## config.mk

```make
export PLATFORM = sky130hd
export DESIGN_NAME = router_fsm
export DESIGN_NICKNAME = d
export VERILOG_FILES = /design/src/rtl/router_fsm_pkg.sv /design/src/rtl/router_sat_counter.sv /design/src/rtl/router_fsm.sv
export SDC_FILE = /design/constraint.sdc
export NUM_CORES = 1
export LEC_CHECK = 0
export CAP_MARGIN = 25
export CORE_MARGIN = 4
export CORE_UTILIZATION = 30
export DETAILED_ROUTE_END_ITERATION = 10
export PLACE_DENSITY = 0.65
export SETUP_SLACK_MARGIN = 0.3
export SLEW_MARGIN = 20
export SYNTH_ARGS = -nofsm -noshare
export SYNTH_HDL_FRONTEND = slang
export SYNTH_HIERARCHICAL = 1
export SYNTH_SLANG_ARGS = --single-unit
```

## constraint.sdc

```tcl
create_clock -name clk -period 1.8 [get_ports clk]
set_clock_uncertainty 0.1 [all_clocks]
set_input_delay 0.36 -clock clk [delete_from_list [all_inputs] [get_ports clk]]
set_output_delay 0.36 -clock clk [all_outputs]
set_load 0.02 [all_outputs]
```

## src/rtl/router_fsm_pkg.sv

```systemverilog
// Shared definitions for the 1x3 router packet-reception controller:
// state encodings, the never-routed header address, the port count and a
// small helper that picks one per-port flag by address.
package router_fsm_pkg;

   localparam int         NUM_PORTS        = 3;
   localparam logic [1:0] INVALID_ADDR_DEF = 2'b11;

   typedef enum logic [2:0] {
      DECODE_ADDRESS     = 3'd0,
      LOAD_FIRST_DATA    = 3'd1,
      LOAD_DATA          = 3'd2,
      FIFO_FULL_STATE    = 3'd3,
      LOAD_AFTER_FULL    = 3'd4,
      LOAD_PARITY        = 3'd5,
      CHECK_PARITY_ERROR = 3'd6,
      WAIT_TILL_EMPTY    = 3'd7
   } state_e;

   // Select the flag belonging to output port `addr`; the unrouted address
   // reads as 0 so it can never trigger a transition by itself.
   function automatic logic pick_port(input logic [NUM_PORTS-1:0] flags,
                                      input logic [1:0]           addr);
      logic bit_sel;
      case (addr)
         2'd0:    bit_sel = flags[0];
         2'd1:    bit_sel = flags[1];
         2'd2:    bit_sel = flags[2];
         default: bit_sel = 1'b0;
      endcase
      return bit_sel;
   endfunction

endpackage

```

## src/rtl/router_sat_counter.sv

```systemverilog
// Saturating up-counter used for the router statistics.
// Counts one per cycle while inc is high and holds at all-ones.
module router_sat_counter #(
   parameter int W = 8
) (
   input  logic         clk,
   input  logic         rstn,
   input  logic         inc,
   output logic [W-1:0] count
);

   // Count up on inc, stick at the maximum value.
   always_ff @(posedge clk or negedge rstn) begin
      if (!rstn) begin
         count <= '0;
      end else if (inc && (count != '1)) begin
         count <= count + 1'b1;
      end
   end

endmodule

```

## src/rtl/router_fsm.sv

```systemverilog
// Packet-reception controller for the 1x3 router.
// Moore FSM sequencing header decode, payload and parity loading into the
// destination FIFO; all outputs decode from the registered state.
// Optional feature macro: ROUTER_FSM_STATS_EN adds saturating pkt_count and
// drop_count outputs (CNT_W bits each). FSM behaviour is the same either way.
module router_fsm
   import router_fsm_pkg::*;
#(
   parameter logic [1:0] INVALID_ADDR = INVALID_ADDR_DEF
`ifdef ROUTER_FSM_STATS_EN
   ,
   parameter int         CNT_W        = 8
`endif
) (
   input  logic             clk,
   input  logic             rstn,
   input  logic             pkt_valid,
   input  logic [1:0]       data_in,
   input  logic             fifo_full,
   input  logic             fifo_empty_0,
   input  logic             fifo_empty_1,
   input  logic             fifo_empty_2,
   input  logic             soft_reset_0,
   input  logic             soft_reset_1,
   input  logic             soft_reset_2,
   input  logic             parity_done,
   input  logic             low_pkt_valid,
   output logic             detect_add,
   output logic             lfd_state,
   output logic             ld_state,
   output logic             laf_state,
   output logic             full_state,
   output logic             rst_int_reg,
   output logic             write_enb_reg,
`ifdef ROUTER_FSM_STATS_EN
   output logic [CNT_W-1:0] pkt_count,
   output logic [CNT_W-1:0] drop_count,
`endif
   output logic             busy
);

   state_e                 state;
   state_e                 next_state;
   logic [1:0]             addr_q;
   logic [NUM_PORTS-1:0]   empty_vec;
   logic [NUM_PORTS-1:0]   sreset_vec;
   logic                   sel_empty;
   logic                   sel_sreset;
   logic                   hdr_empty;
   logic                   hdr_valid;

   assign empty_vec  = {fifo_empty_2, fifo_empty_1, fifo_empty_0};
   assign sreset_vec = {soft_reset_2, soft_reset_1, soft_reset_0};
   assign sel_empty  = pick_port(empty_vec, addr_q);
   assign sel_sreset = pick_port(sreset_vec, addr_q);
   // The header decision looks at the live address, not the latched one.
   assign hdr_empty  = pick_port(empty_vec, data_in);
   assign hdr_valid  = pkt_valid && (data_in != INVALID_ADDR);

   // State register and latched destination address.
   // NOTE: sequential state uses non-blocking assignments so every register
   // samples pre-edge values regardless of block ordering.
   always_ff @(posedge clk or negedge rstn) begin
      if (!rstn) begin
         state  <= DECODE_ADDRESS;
         addr_q <= 2'b00;
      end else begin
         state <= next_state;
         if ((state == DECODE_ADDRESS) && hdr_valid) begin
            addr_q <= data_in;
         end
      end
   end

   // Next-state logic; a soft reset of the selected FIFO overrides everything.
   // NOTE: next_state gets a default before the case so no path leaves it
   // unassigned, which would otherwise infer a latch.
   always_comb begin
      next_state = state;
      if (sel_sreset) begin
         next_state = DECODE_ADDRESS;
      end else begin
         case (state)
            DECODE_ADDRESS: begin
               if (hdr_valid) begin
                  next_state = hdr_empty ? LOAD_FIRST_DATA : WAIT_TILL_EMPTY;
               end
            end
            WAIT_TILL_EMPTY: begin
               if (sel_empty) next_state = LOAD_FIRST_DATA;
            end
            LOAD_FIRST_DATA: begin
               next_state = LOAD_DATA;
            end
            LOAD_DATA: begin
               // Full wins over the parity byte; parity completes via LOAD_AFTER_FULL.
               if (fifo_full)       next_state = FIFO_FULL_STATE;
               else if (!pkt_valid) next_state = LOAD_PARITY;
            end
            FIFO_FULL_STATE: begin
               if (!fifo_full) next_state = LOAD_AFTER_FULL;
            end
            LOAD_AFTER_FULL: begin
               if (parity_done)        next_state = DECODE_ADDRESS;
               else if (low_pkt_valid) next_state = LOAD_PARITY;
               else                    next_state = LOAD_DATA;
            end
            LOAD_PARITY: begin
               next_state = CHECK_PARITY_ERROR;
            end
            CHECK_PARITY_ERROR: begin
               next_state = fifo_full ? FIFO_FULL_STATE : DECODE_ADDRESS;
            end
            default: begin
               next_state = DECODE_ADDRESS;
            end
         endcase
      end
   end

   assign detect_add    = (state == DECODE_ADDRESS);
   assign lfd_state     = (state == LOAD_FIRST_DATA);
   assign ld_state      = (state == LOAD_DATA);
   assign laf_state     = (state == LOAD_AFTER_FULL);
   assign full_state    = (state == FIFO_FULL_STATE);
   assign rst_int_reg   = (state == CHECK_PARITY_ERROR);
   assign write_enb_reg = (state == LOAD_DATA) || (state == LOAD_AFTER_FULL) ||
                          (state == LOAD_PARITY);
   assign busy          = !((state == DECODE_ADDRESS) || (state == LOAD_DATA));

`ifdef ROUTER_FSM_STATS_EN
   logic pkt_inc;
   logic drop_inc;

   // Completed packets are counted on entry to the parity check; drops are
   // unrouted headers plus packets aborted by a FIFO soft reset.
   assign pkt_inc  = (state != CHECK_PARITY_ERROR) && (next_state == CHECK_PARITY_ERROR);
   assign drop_inc = ((state == DECODE_ADDRESS) && pkt_valid && (data_in == INVALID_ADDR)) ||
                     (sel_sreset && (state != DECODE_ADDRESS));

   router_sat_counter #(.W(CNT_W)) u_pkt_cnt (
      .clk   (clk),
      .rstn  (rstn),
      .inc   (pkt_inc),
      .count (pkt_count)
   );

   router_sat_counter #(.W(CNT_W)) u_drop_cnt (
      .clk   (clk),
      .rstn  (rstn),
      .inc   (drop_inc),
      .count (drop_count)
   );
`endif

endmodule

```

==> results <==
-- routing by layer --
metal | vias up | wire [um]
li1 | 327 | -
met1 | 301 | 667
met2 | 21 | 841
met3 | 0 | 129
met4 | 0 | 0
met5 | - | 0
-- state kept, by name, summed over array words and instances, names as in the netlist --
register and cells:
state 3, addr_q 2
-- worst paths after layout --
check	start	to	slack, ps	cells past startpoint
worst max-delay path	state[2]	detect_add	140	3
worst min-delay path	rstn	state[2]	240	1
worst max register to register	state[2]	state[0]	140	6
worst min register to register	addr_q[0]	addr_q[0]	420	1
max in group asynchronous	rstn	state[0]	1160	1
min in group clk	addr_q[0]	addr_q[0]	420	1
-- cell usage after synthesis, drive strengths merged --
library cell / count
and2: 1
a21o: 1
nor2b: 2
buf: 3
a221oi: 1
mux2: 3
inv: 2
and2b: 2
o311a: 1
o31ai: 1
nor3: 3
and3: 1
o22a: 2
o21ai: 3
a2111oi: 1
nand2b: 5
a311o: 1
a21oi: 2
a31oi: 1
or2: 2
a21boi: 1
dfrtp: 5
nand4b: 1
nor2: 7
nand3: 1
mux2i: 2
o221ai: 1
o21bai: 1
nand2: 7
-- cell type report --
| class | count | area, um2 |
|---|---|---|
| Sequential cell | 5 | 129 |
| Inverter | 2 | 7.51 |
| Tap cell | 24 | 30.0 |
| Timing Repair Buffer | 47 | 420 |
| Fill cell | 146 | 562 |
| Multi-Input combinational cell | 54 | 419 |
| Clock buffer | 4 | 26.3 |
-- worst max-delay path: cells and delay by family (launching register included) --
kind	cells	cell delay, ps
flip-flops	1	430
buffers and inverters	2	340
AND/OR/NAND/NOR	1	190
-- kinds of logic after synthesis --
group           count (synthesis)  synth area share [%]
simple gates                   32                  33.4
compound gates                 17                  27.5
mux                             5                  10.1
flops                           5                  23.5
buf+inv                         5                  5.41
-- report_power, final --
| part | internal [uW] | switching [uW] |
|---|---|---|
| Clock | 83.7 | 45.0 |
| Sequential | 174 | 75.9 |
| Combinational | 731 | 544 |
-- timing repair --
action	CTS	global route
setup buffers	4	4
hold endpoints to repair	0	0
resized for setup	49	15
setup endpoints to repair	11	13
hold buffers	0	0
pin swaps	3	4
-- per-stage QoR --
step	hold slack, ps	util [%]	setup slack, ps	instance area (um2)	TNS (ps)
2_1_floorplan	-35.6	-	178	534	0
3_3_place_gp	413	55.7	-104	888	-374
3_5_place_dp	418	55.7	-153	888	-474
4_1_cts	243	59.7	104	952	0
5_1_grt	255	64.8	61.4	1030	0
6_report	236	64.8	138	1030	0
==> results.md <==
* Post-route DRC at 0
* Die area at 2510 um2
* Nets@finish at 127
* Cells after Synth at 64
* Grt ovf at 0
* Tmin final at 1660 ps
* Unrepaired setup endpoints after global routing: yes
* Area Overhead vs Synth at 94.1%
* Crit share post-route at 92.4%
* Ports at 22
* Highest Clock Rate at 602 MHz
* Met1 usage at 14.8%
* GP Congestion at 0.781
* Number of global-route vias before repair at 647
* Final cell count without fillers at 136
* Worst Setup Path Type: flop to output pin
* Hold crit path type: input pin to asynchronous set/reset pin
* TritonCTS clock tree: built
* Final Max Tran Viols at 0
* Detailed-route via count at 649
* Post-Route WL at 1.64 mm
* Die Y at 50.1 um
* Yosys cell types at 34
* Peak supply drop at 0.800 mV
* Iter 0 DRT Violations at 6
* Vias per cell at 4.77
* Top cells by area, synth: dfrtp_1, nand2b_1, nand2_1, nor2_1, mux2_2
* Final setup viols at 0
* First-pass GRT wire length at 2.68 mm
* Drt first pass iters at 3
* Clk_lat worst skew at 240 ps
* Worst rel slew slack at 64.6%
* Commonest non-fill, non-tap cell in the layout: buf_4
* Yosys top cell area share at 23.5%
* Final hold vios at 0
* # Max-Cap Violations at 0
* CTS Buf Count at 3
* Total GRT Usage at 13.7%
* FF+latch count, synth at 5
* Die W at 50.1 um
* # H-tree levels at 1
* CP max FO at 4
* DP HPWL at 1.22 mm
* Slowest cell delay on critical path at 430 ps
* # placed instances at 124
* Post-layout total power at 1650 uW
* Critical path cell sequence: buf_6 -> nor3_4 -> buf_2
* Routed length per instance at 12.0 um
* Syn. warnings at 6
* Leak at 0.000468 uW
* Initial antenna violation count at 0
* CTS sink cnt at 5
* Root buf cell: clkbuf_4
* Initial core utilization at 33.4%
* WP data arrival at 1200 ps
* Clock slew at reported path FFs at 40 ps
* Core Area at 1590 um2
* Sequential share of the synthesized area at 23.5%
* Rows at 14
* Yosys top cell by area: dfrtp_1
* Max Buffers Root-to-Sink at 2
* Met2 GRT Util at 25.4%
* Critical-path cell with the highest stage delay: dfrtp_2
* Synth Net Count at 78
* I/O Buffers at 21
* Pwr Density at 1600 nW/um2
* Largest net degree at the start of global routing at 7
* Ant diodes at 0
* CP endpoint kind: output pin
* Syn avg cell area at 8.31 um2
* Synthesized area at 532 um2
* Worst slew pin tran at 525 ps
* Worst Path Required at 1340 ps
* Share of layout cells above drive strength 1 at 48.2%
* Most frequent cells in the layout: buf_4, clkdlybuf4s50_1, buf_6
* GR Util met3 at 5.72%
* Most Used Layer, Global Route: met2
* CP startpoint kind: flop
* Routed Antenna Nets at 0
* Status: complete, no violations
(Power assumes the default switching activity.)
